**config.mk**
```make
export PLATFORM = sky130hd
export DESIGN_NAME = pipe_stage_rv
export DESIGN_NICKNAME = d
export VERILOG_FILES = /design/src/rtl/pipe_stage_rv_pkg.sv /design/src/rtl/pipe_stage_rv_fsm.sv /design/src/rtl/pipe_stage_rv.sv
export SDC_FILE = /design/constraint.sdc
export NUM_CORES = 1
export LEC_CHECK = 0
export CAP_MARGIN = 10
export CORE_AREA = 2 2 85 103
export CTS_CLUSTER_DIAMETER = 30
export DETAILED_ROUTE_END_ITERATION = 10
export DIE_AREA = 0 0 87 105
export GPL_TIMING_DRIVEN = 0
export SLEW_MARGIN = 5
export SYNTH_ARGS = -nofsm -noshare
export SYNTH_HDL_FRONTEND = slang
export SYNTH_SLANG_ARGS = --single-unit
export TNS_END_PERCENT = 100
```
**constraint.sdc**
```tcl
create_clock -name clk -period 1.4 [get_ports clk]
set_clock_uncertainty 0.05 [all_clocks]
set_input_delay 0.14 -clock clk [delete_from_list [all_inputs] [get_ports clk]]
set_output_delay 0.14 -clock clk [all_outputs]
set_load 0.01 [all_outputs]
```
**src/rtl/pipe_stage_rv_pkg.sv**
```systemverilog
// Shared types and constants for the pipeline stage register and its control FSM.
package pipe_stage_rv_pkg;

  typedef enum logic [1:0] {
    ST_EMPTY = 2'd0,
    ST_BUSY  = 2'd1,
    ST_FULL  = 2'd2
  } state_e;

  localparam logic [1:0] LVL_EMPTY = 2'd0;
  localparam logic [1:0] LVL_ONE   = 2'd1;
  localparam logic [1:0] LVL_TWO   = 2'd2;

  // Stage bundle widths used by the datapath instantiations.
  localparam int unsigned DE_W = 100;
  localparam int unsigned EM_W = 68;
  localparam int unsigned MW_W = 68;

  function automatic logic [1:0] state_level(input state_e s);
    case (s)
      ST_BUSY: return LVL_ONE;
      ST_FULL: return LVL_TWO;
      default: return LVL_EMPTY;
    endcase
  endfunction

endpackage

```
**src/rtl/pipe_stage_rv_fsm.sv**
```systemverilog
// Control for pipe_stage_rv: occupancy state, in_ready, level and the payload load enables.
module pipe_stage_fsm
  import pipe_stage_rv_pkg::*;
#(
  parameter bit ELASTIC = 1'b1
) (
  input  logic       clk,
  input  logic       reset,
  input  logic       flush,
  input  logic       in_valid,
  input  logic       out_ready,
  output logic       in_ready,
  output logic       out_valid,
  output logic [1:0] level,
  output logic       load_main,
  output logic       main_from_skid,
  output logic       load_skid,
  output logic       clear_main
);

  state_e state_q, state_d;
  logic   in_fire, out_fire;

  assign out_fire = (state_q != ST_EMPTY) & out_ready;
  assign in_fire  = in_valid & in_ready;

  always_ff @(posedge clk) begin
    if (reset) state_q <= ST_EMPTY;
    else       state_q <= state_d;
  end

  always_comb begin
    state_d = state_q;
    if (flush) begin
      state_d = ST_EMPTY;
    end else begin
      unique case (state_q)
        ST_EMPTY: if (in_fire) state_d = ST_BUSY;
        ST_BUSY: begin
          if (ELASTIC && in_fire && !out_ready) state_d = ST_FULL;
          else if (!in_fire && out_fire)        state_d = ST_EMPTY;
        end
        ST_FULL:  if (out_fire) state_d = ST_BUSY;
        default:  state_d = ST_EMPTY;
      endcase
    end
  end

  always_comb begin
    out_valid      = (state_q != ST_EMPTY);
    level          = state_level(state_q);
    clear_main     = flush;
    main_from_skid = (state_q == ST_FULL);
    load_main      = !flush &&
                     (((state_q == ST_EMPTY) && in_fire) ||
                      ((state_q == ST_BUSY) && in_fire && out_fire) ||
                      ((state_q == ST_FULL) && out_fire));
    load_skid      = !flush && ELASTIC && (state_q == ST_BUSY) && in_fire && !out_ready;
  end

  if (ELASTIC) begin : g_reg_ready
    // Registered from the next state so out_ready never reaches in_ready combinationally.
    logic in_ready_q, in_ready_d;
    always_comb in_ready_d = (state_d != ST_FULL);
    always_ff @(posedge clk) begin
      if (reset) in_ready_q <= 1'b1;
      else       in_ready_q <= in_ready_d;
    end
    assign in_ready = in_ready_q;
  end else begin : g_comb_ready
    assign in_ready = (state_q == ST_EMPTY) | out_ready;
  end

endmodule

```
**src/rtl/pipe_stage_rv.sv**
```systemverilog
// Pipeline stage register with valid tracking, ready/valid back-pressure, optional skid entry and flush.
module pipe_stage_rv
  import pipe_stage_rv_pkg::*;
#(
  parameter int unsigned     W         = 32,
  parameter bit              ELASTIC   = 1'b1,
  parameter logic [W-1:0]    RESET_VAL = '0
) (
  input  logic         clk,
  input  logic         reset,
  input  logic         flush,
  input  logic         in_valid,
  output logic         in_ready,
  input  logic [W-1:0] in_data,
  output logic         out_valid,
  input  logic         out_ready,
  output logic [W-1:0] out_data,
  output logic [1:0]   level
);

  logic         load_main, main_from_skid, load_skid, clear_main;
  logic [W-1:0] main_q, main_d, skid_data;

  pipe_stage_fsm #(
    .ELASTIC(ELASTIC)
  ) u_fsm (
    .clk           (clk),
    .reset         (reset),
    .flush         (flush),
    .in_valid      (in_valid),
    .out_ready     (out_ready),
    .in_ready      (in_ready),
    .out_valid     (out_valid),
    .level         (level),
    .load_main     (load_main),
    .main_from_skid(main_from_skid),
    .load_skid     (load_skid),
    .clear_main    (clear_main)
  );

  always_comb begin
    main_d = main_q;
    if (clear_main)     main_d = RESET_VAL;
    else if (load_main) main_d = main_from_skid ? skid_data : in_data;
  end

  always_ff @(posedge clk) begin
    if (reset) main_q <= RESET_VAL;
    else       main_q <= main_d;
  end

  assign out_data = main_q;

  if (ELASTIC) begin : g_skid
    logic [W-1:0] skid_q, skid_d;
    always_comb skid_d = load_skid ? in_data : skid_q;
    always_ff @(posedge clk) begin
      if (reset) skid_q <= RESET_VAL;
      else       skid_q <= skid_d;
    end
    assign skid_data = skid_q;
  end else begin : g_no_skid
    logic unused_load_skid;
    assign unused_load_skid = load_skid;
    assign skid_data        = RESET_VAL;
  end

endmodule

```
==> flow_summary.toml, run 1 <==
[run_status]
outcome = "finished, violations left"
violations = "setup timing"

[synthesis]
synth_edf_count = 0
synth_top_area_share_pct = 48.20
synth.area.top_cells = "dfxtp_1 48%, nand2_1 12%, mux2i_1 7.6%, a21oi_1 6.1%, a211oi_2 4.5%"
syn_area_um2 = 2783
avgSynthCellArea_um2 = 8.751
synth.distinct_cells = 29
synth_common_cells = "89 x nand2_1, 67 x dfxtp_1, 34 x a21oi_1"
async_reset_ff_share_pct = 0
synth_nets = 355
yosysWarnings = 0
ys.flop_type = "dfxtp_1"
synth_top_area_cell = "dfxtp_1"
netlist_instances = 318
synth-seq-area-share_pct = 48.20
ys_ff_latch = 67
synth_most_common_cell = "nand2_1"

[drt]
drc = 0
wl_um = 7787
ant_nets = 0
routed_via_density = 4.928
vias = 2543
drt_pass1_iterations = 4
routedWlPerCell_um = 15.09
drt_iter0_drc = 106

[cells_and_area]
finalNonFillerCells = 516
n_fill_cell = 729
nets = 454
antennaDiodeCount = 0
syn2layout_area_growth_pct = 55.17
drive_gt1_share_pct = 28.03

[clocking]
cts_tree = "done"
cts-buffers-inserted = 9
clkLatencyLatePin_ps = 340
cts_num_sinks = 67
cts_buffer_depth = 2
clkTransAtPathRegs_ps = 70
h-tree-depth = 3
cts_root_buffer = "clkbuf_8"
holdBufCountCts = 0

[setup_path]
path_delay_family = "simple AND/OR/NAND/NOR gates"
critPathKind = "reg2reg"
crit_buf_inv = 1
crit_chain = "nand3b_4 > or3_4 > clkbuf_16 > nand2_2 > a21oi_1"
startpoint_type = "register"
r2r_start = "u_fsm.state_q[1]"
slowest_delay_ps = 430
crit_arrival_ps = 1640
required_ps = 1550
path_max_fanout = 6
cp-end-kind = "register"
crit_start = "u_fsm.state_q[1]"
cp_slowest_cell = "or3_4"

[worst_hold_path]
hold_start = "reset"
min_path_type = "in2reg"

[place]
dp_hpwl_um = 4881
gp_congestion = 0.7750
pre_cts_ws_ps = -615.3
dp_cells = 484
numPortBuffers = 71

[sta]
rsz0062_at_grt = "yes"
hold_viol = 0
finalSetupTns_ps = -2792
setup_viol = 61
fin_crit_sh_pct = 105.8
fin_ws_ps = -81.74
drv_slew = 0
relSlewSlack_pct = 65.93
clock.fmax_mhz = 674.9
worst_pin_slew_ps = 511.0
min_period_ps = 1482

[power]
power_w = 0.004110
p_leak_nw = 1.812
powerDensity_nw_per_um2 = 951.9
clkPwrFrac_pct = 35.7
p_int_w = 0.003070
vdd_drop_max_v = 0.0004086
swShare_pct = 25.31
p_switching_w = 0.001040
power_frac_seq_pct = 48.6
power_frac_comb_pct = 15.7

[grt]
grt_usage_pct = 16.67
grt_pass1_vias = 2325
antenna_found_initial = 0
grt_overflow_total = 0
grt_max_degree = 11
grt_pass1_wl_um = 11500

[floorplan]
core_area_um2 = 8063
die_h_um = 105
ios = 73
initial_core_util_pct = 34.51
die_w_um = 87
fp-row-count = 36
dieArea_um2 = 9135

[job]
max_cap_violations = 0
## metal layers
metal	GRT usage, %	vias up	routed length (um)
met5	0	-	0
met1	21.03	1177	3422
met2	26.50	72	3846
li1	-	1280	-
met3	2.844	14	341
met4	9.263	0	177
## state kept, by name, indices dropped and copies added, names as in the netlist
signal / count
u_fsm.state_q: 2
out_data: 32
g_skid.skid_q: 32
u_fsm.in_ready: 1
## kinds of logic after synthesis
family	after synthesis	synth area share, %
muxes	21	7.554
buffers and inverters	27	6.070
AOI/OAI and AO/OA	80	19.56
DFF	67	48.20
and+or+nand+nor	123	18.62
## repair_timing
action | 4_1_cts | 5_1_grt
resized for setup | 95 | 74
pin swaps | 14 | 18
cloned | 3 | 2
endpoints found under the setup margin | 98 | 68
buffers inserted | 15 | 1
## power groups by stage
stage / Sequential, W / Combinational [W] / Clock [W]
final: 0.00200 / 0.000647 / 0.00147
after global routing: 0.00200 / 0.000692 / 0.00158
after CTS: 0.00199 / 0.000554 / 0.00151
after detailed placement: 0.00203 / 0.000502 / 0
after global placement: 0.00203 / 0.000499 / 0
after floorplan: 0.00205 / 0.000210 / 0
## worst register-to-register path, stage by stage (launching register included)
cell	delay [ps]
dfxtp_4	370
nand3b_4	200
or3_4	430
clkbuf_16	190
nand2_2	60
a21oi_1	50
## stage by stage
stage	utilization, %	hold slack [ps]	area (um^2)
final	53.55	123.6	4318
after global routing	53.55	135.6	4318
after global placement	44.91	387.8	3621
after detailed placement	44.91	393.4	3621
after floorplan	-	166.8	2791
after CTS	50.02	93.11	4033
## layout by cell type, fill, tap and decap left out, drive strengths merged, types with 21 or more instances in the layout
cell	synthesis	final
a211oi	22	22
a21oi	34	34
buf	18	33
clkbuf	7	24
clkdlybuf4s50	0	34
dfxtp	67	67
dlygate4sd2	0	34
mux2i	21	21
nand2	89	89
nor2	22	22
## final timing paths
| check | endpoint | slack, ps | depth (start not counted) |
|---|---|---|---|
| setup / recovery | g_skid.skid_q[24] | -80 | 5 |
| hold / removal | g_skid.skid_q[0] | 120 | 2 |
| setup reg to reg | g_skid.skid_q[24] | -80 | 5 |
| hold reg to reg | g_skid.skid_q[5] | 400 | 2 |
## final cells by class
| type | count | area [um^2] | share of cell area, % |
|---|---|---|---|
| plain buffers | 21 | 221.5 | 5.129 |
| clock buffers | 13 | 168.9 | 3.912 |
| clock inverters | 2 | 10.01 | 0.2318 |
| inverters | 2 | 12.51 | 0.2898 |
| multi-input cells | 224 | 1515 | 35.09 |
| flip-flops and latches | 67 | 1350 | 31.27 |
| well taps | 95 | 118.9 | 2.753 |
| repair buffers | 92 | 920.9 | 21.33 |
Note: power is estimated with default switching activity, not from simulation.
==> inputs of run 2 (changes only) <==
- GPL_TIMING_DRIVEN: 0 -> default
- RECOVER_POWER: default -> 100
- clock period: 1.4 -> 1.7 ns (I/O delays scaled with it)
==> run 2 against run 1 <==
Net effect:
- critical path depth decreased by 4
- the flow now finishes without violations
- critical path type is now reg2out
- cell area shrank 10%
- routed wire length shrank 15%
- largest power group unchanged
- sequential power is 18% lower
- first-iteration DRC count down 36%
- global-route usage shrank 1.2 points
- via count shrank 5.6%
- die area is the same
- clock power grew 11%
==> flow_summary.toml, run 2 (synthesis gave the netlist of run 1 again) <==
[cells_and_area]
final_cell_mix = "89 x nand2_1, 65 x dfxtp_1, 37 x clkdlybuf4s50_1"
syn2layout_area_growth_pct = 39.52
utilization_pct = 48.15
n_fill_cell = 786
drive_gt1_share_pct = 12.94
design_area_um2 = 3882
antennaDiodeCount = 0
multi_input_area_um2 = 1264
final_common_cell = "nand2_1"
seqCellArea_um2 = 1344
nets = 434
finalNonFillerCells = 497

[run_status]
outcome = "complete, no violations"

[sta]
clock.fmax_mhz = 619.2
drv_slew = 0
fin_crit_sh_pct = 95.00
fin_ws_ps = 85.06
rsz0062_at_grt = "no"
worst_pin_slew_ps = 353.4
holdWs_ps = 354.0
min_period_ps = 1615
hold_viol = 0
setup_viol = 0
relSlewSlack_pct = 76.44

[drt]
wl_um = 6590
routed_via_density = 4.829
drt_iter0_drc = 68
ant_nets = 0
vias = 2400
drc = 0
routedWlPerCell_um = 13.26
routedLengthMet1_um = 3058
drt_pass1_iterations = 4
wl_met3_um = 361
dr.max_layer_used = "met4"
wl_met2_um = 3088

[grt]
grt_pass1_vias = 2267
grt_overflow_total = 0
grt_pass1_wl_um = 11020
grt_max_degree = 40
antenna_found_initial = 0
grt_usage_pct = 15.43

[place]
dpl_cell_area_um2 = 3667
pre_cts_ws_ps = -63.41
dp_hpwl_um = 4593
dp_cells = 481
gp_congestion = 0.7656
numPortBuffers = 72

[floorplan]
dieArea_um2 = 9135
fp-row-count = 36
ios = 73
die_h_um = 105
die_w_um = 87
initial_core_util_pct = 34.51
core_area_um2 = 8063

[setup_path]
crit_arrival_ps = 1390
crit_start = "u_fsm.in_ready"
startpoint_type = "register"
r2r_start = "u_fsm.in_ready"
path_max_fanout = 5
critPathKind = "reg2out"
crit_chain = "dlygate4sd3_1"
cp_slowest_cell = "dlygate4sd3_1"
path_delay_family = "buffers and inverters"
slowest_delay_ps = 630
crit_buf_inv = 1
required_ps = 1480
cp-end-kind = "output pin"

[clocking]
h-tree-depth = 3
cts-buffers-inserted = 9
postCtsSetupBuffers = 0
cts_buffer_depth = 2
cts_tree = "done"
cts_num_sinks = 67
clkTransAtPathRegs_ps = 70
cts_root_buffer = "clkbuf_8"
holdBufCountCts = 0
clkLatencyLatePin_ps = 330

[power]
powerDensity_nw_per_um2 = 943.6
p_leak_nw = 1.640
vdd_drop_max_v = 0.0003849

[worst_hold_path]
hold_start = "in_data[30]"
min_path_type = "in2reg"

[job]
max_cap_violations = 0
==> run 2: changes by cell type in the layout (fill, tap and decap cells not counted), sizes merged <==
| cell | delta |
|---|---|
| clkdlybuf4s50 | +3 |
| clkbuf | -12 |
| buf | -14 |
| clkdlybuf4s15 | -1 |
| dlygate4sd3 | +33 |
| dlygate4sd2 | -32 |
| clkinv | +1 |
| bufinv | +3 |
==> run 2: path summary, 6_finish.rpt <==
path                                     endpoint  slack (ps)  cells after the start
worst max-delay path                     in_ready          90                      1
worst min-delay path            g_skid.skid_q[30]         350                      3
worst max register to register       out_data[23]         130                      6
worst min register to register  g_skid.skid_q[16]         410                      2
==> run 2: worst reg2reg max path, cell delays in order, from the launching register on <==
cell and delay [ps]:
dfxtp_1 430, nand3b_4 110, buf_12 140, o2bb2ai_4 170, clkbuf_2 310, nor2_1 90, a211oi_2 190
==> run 2: cell type report <==
cell class / instances / share of cell area (%)
clock buffer: 10 / 3.545
multi-input combinational: 224 / 32.55
timing repair buffer: 93 / 23.07
clock inverter: 6 / 2.900
tap: 95 / 3.062
inverter: 2 / 0.2578
sequential: 67 / 34.61
==> run 2: per-stage QoR <==
step,TNS [ps],power [W]
3_5_place_dp,-1874,0.002100
6_report,0,0.003663
4_1_cts,0,0.003734
3_3_place_gp,-830.7,0.002096
2_1_floorplan,0,0.001862
5_1_grt,0,0.003826
==> run 2: power by group <==
group	total [W]	leakage (nW)	switching (W)	internal [W]
combinational	0.000398	0.969	0.000187	0.000211
sequential	0.00164	0.545	0.0000233	0.00161
clock	0.00163	0.126	0.000610	0.00102
total	0.00366	1.64	0.000820	0.00284
==> run 2: what timing repair did <==
| action | in CTS | in global routing |
|---|---|---|
| endpoints found under the setup margin | 2 | 1 |
| gates resized for setup | 4 | 1 |
| pin swaps | 0 | 0 |
==> run 2: routing by layer <==
| metal | vias up | global-route usage [%] |
|---|---|---|
| met5 | - | 0 |
| met3 | 8 | 3.791 |
| met2 | 64 | 24.54 |
| met4 | 0 | 6.362 |
| li1 | 1243 | - |
| met1 | 1085 | 19.69 |
==> inputs of run 3 (changes only) <==
- CORE_AREA: 2 2 85 103 -> 2 2 73 89
- DIE_AREA: 0 0 87 105 -> 0 0 75 91
- PLACE_DENSITY: default -> 0.77
==> run 3 against run 2 <==
Net effect:
- total power fell by 14%
- cell count fell by 2.6%
- via count rose by 3.4%
- global-route usage rose by 4.5 points
- largest cell class unchanged
==> flow_summary.toml, run 3 (synthesis gave the netlist of run 1 again) <==
[drt]
routedWlPerCell_um = 12.99
routed_via_density = 5.126
wl_um = 6285
drt_pass1_iterations = 4
drc = 0
vias = 2481
ant_nets = 0
drt_iter0_drc = 59

[sta]
worst_pin_slew_ps = 430.7
finalSetupTns_ps = 0
clock.fmax_mhz = 627.4
relSlewSlack_pct = 71.29
setup_viol = 0
drv_slew = 0
fin_crit_sh_pct = 93.76
hold_viol = 0
min_period_ps = 1594
holdWs_ps = 362.1
rsz0062_at_grt = "no"

[place]
dpl_cell_area_um2 = 3651
numPortBuffers = 72
dp_hpwl_um = 4308
gp_congestion = 0.7616
dp_cells = 468

[cells_and_area]
antennaDiodeCount = 0
final_cell_mix = "89 x nand2_1, 65 x dfxtp_1, 38 x clkdlybuf4s50_1"
nets = 434
n_fill_cell = 518
finalNonFillerCells = 484
final_common_cell = "nand2_1"
syn2layout_area_growth_pct = 35.61
drive_gt1_share_pct = 12.94
design_area_um2 = 3774

[floorplan]
ios = 73
die_w_um = 75
dieArea_um2 = 6825
die_h_um = 91
core_area_um2 = 5934
fp-row-count = 31
initial_core_util_pct = 46.89

[clocking]
cts_num_sinks = 67
cts_buffer_depth = 2
clkTransAtPathRegs_ps = 70
cts_root_buffer = "clkbuf_8"
clkLatencyLatePin_ps = 340
h-tree-depth = 3
cts-buffers-inserted = 9
cts_tree = "done"
postCtsSetupBuffers = 0

[grt]
grt_usage_pct = 19.95
grt_overflow_total = 0
grt_pass1_vias = 2365
antenna_found_initial = 0
grt_max_degree = 44
grt_pass1_wl_um = 10630

[run_status]
outcome = "complete, no violations"

[setup_path]
path_max_fanout = 7
cp-end-kind = "output pin"
critPathKind = "reg2out"
required_ps = 1480
startpoint_type = "register"
crit_arrival_ps = 1370

[job]
max_cap_violations = 0

[power]
p_leak_nw = 1.597
power_w = 0.003158
powerDensity_nw_per_um2 = 836.9
vdd_drop_max_v = 0.0006657

[worst_hold_path]
min_path_type = "in2reg"
-- run 3: cell type report --
| cell class | instances | area [um^2] | share of cell area (%) |
|---|---|---|---|
| clock buffer | 9 | 123.9 | 3.282 |
| clock inverter | 7 | 43.79 | 1.160 |
| inverter | 2 | 12.51 | 0.3316 |
| multi-input combinational | 224 | 1249 | 33.09 |
| sequential | 67 | 1344 | 35.61 |
| tap | 82 | 102.6 | 2.719 |
| timing repair buffer | 93 | 898.4 | 23.81 |
-- run 3: worst paths after layout --
path / start / to / slack, ps / cells after the start
max: u_fsm.state_q[0] / level[0] / 110 / 2
min: in_data[19] / g_skid.skid_q[19] / 360 / 3
max reg2reg: u_fsm.in_ready / g_skid.skid_q[31] / 110 / 5
min reg2reg: g_skid.skid_q[16] / g_skid.skid_q[16] / 400 / 2
-- run 3: through the flow --
step / utilization, % / worst slack [ps]
floorplan: - / 213.7
global placement: 61.52 / -17.55
detailed placement: 61.52 / -60.29
CTS: 64.37 / 16.79
global route: 63.59 / 24.79
finish: 63.59 / 106.1
-- run 3: worst max-delay path: stages (launching register included) --
cell and delay [ps]:
dfxtp_2 370, nor2b_1 130, clkdlybuf4s50_1 540
-- run 3: power by group --
part | switching [W] | internal [W]
clock network | 0.000600 | 0.000522
registers | 0.0000234 | 0.00162
logic | 0.000185 | 0.000213
total | 0.000808 | 0.00235
-- run 3: per-layer routing --
| layer | GRT usage [%] | share of wire (%) | wire length [um] | up-vias |
|---|---|---|---|---|
| li1 | - | - | - | 1242 |
| met1 | 25.33 | 43 | 2684 | 1149 |
| met2 | 30.56 | 48 | 3005 | 77 |
| met3 | 6.548 | 7.3 | 460 | 13 |
| met4 | 8.333 | 2.1 | 135 | 0 |
| met5 | 0 | 0 | 0 | - |
-- run 3: timing repair --
action | 4_1_cts | 5_1_grt
endpoints found under the setup margin | 2 | 1
hold buffers | 0 | 0
resized for setup | 4 | 1
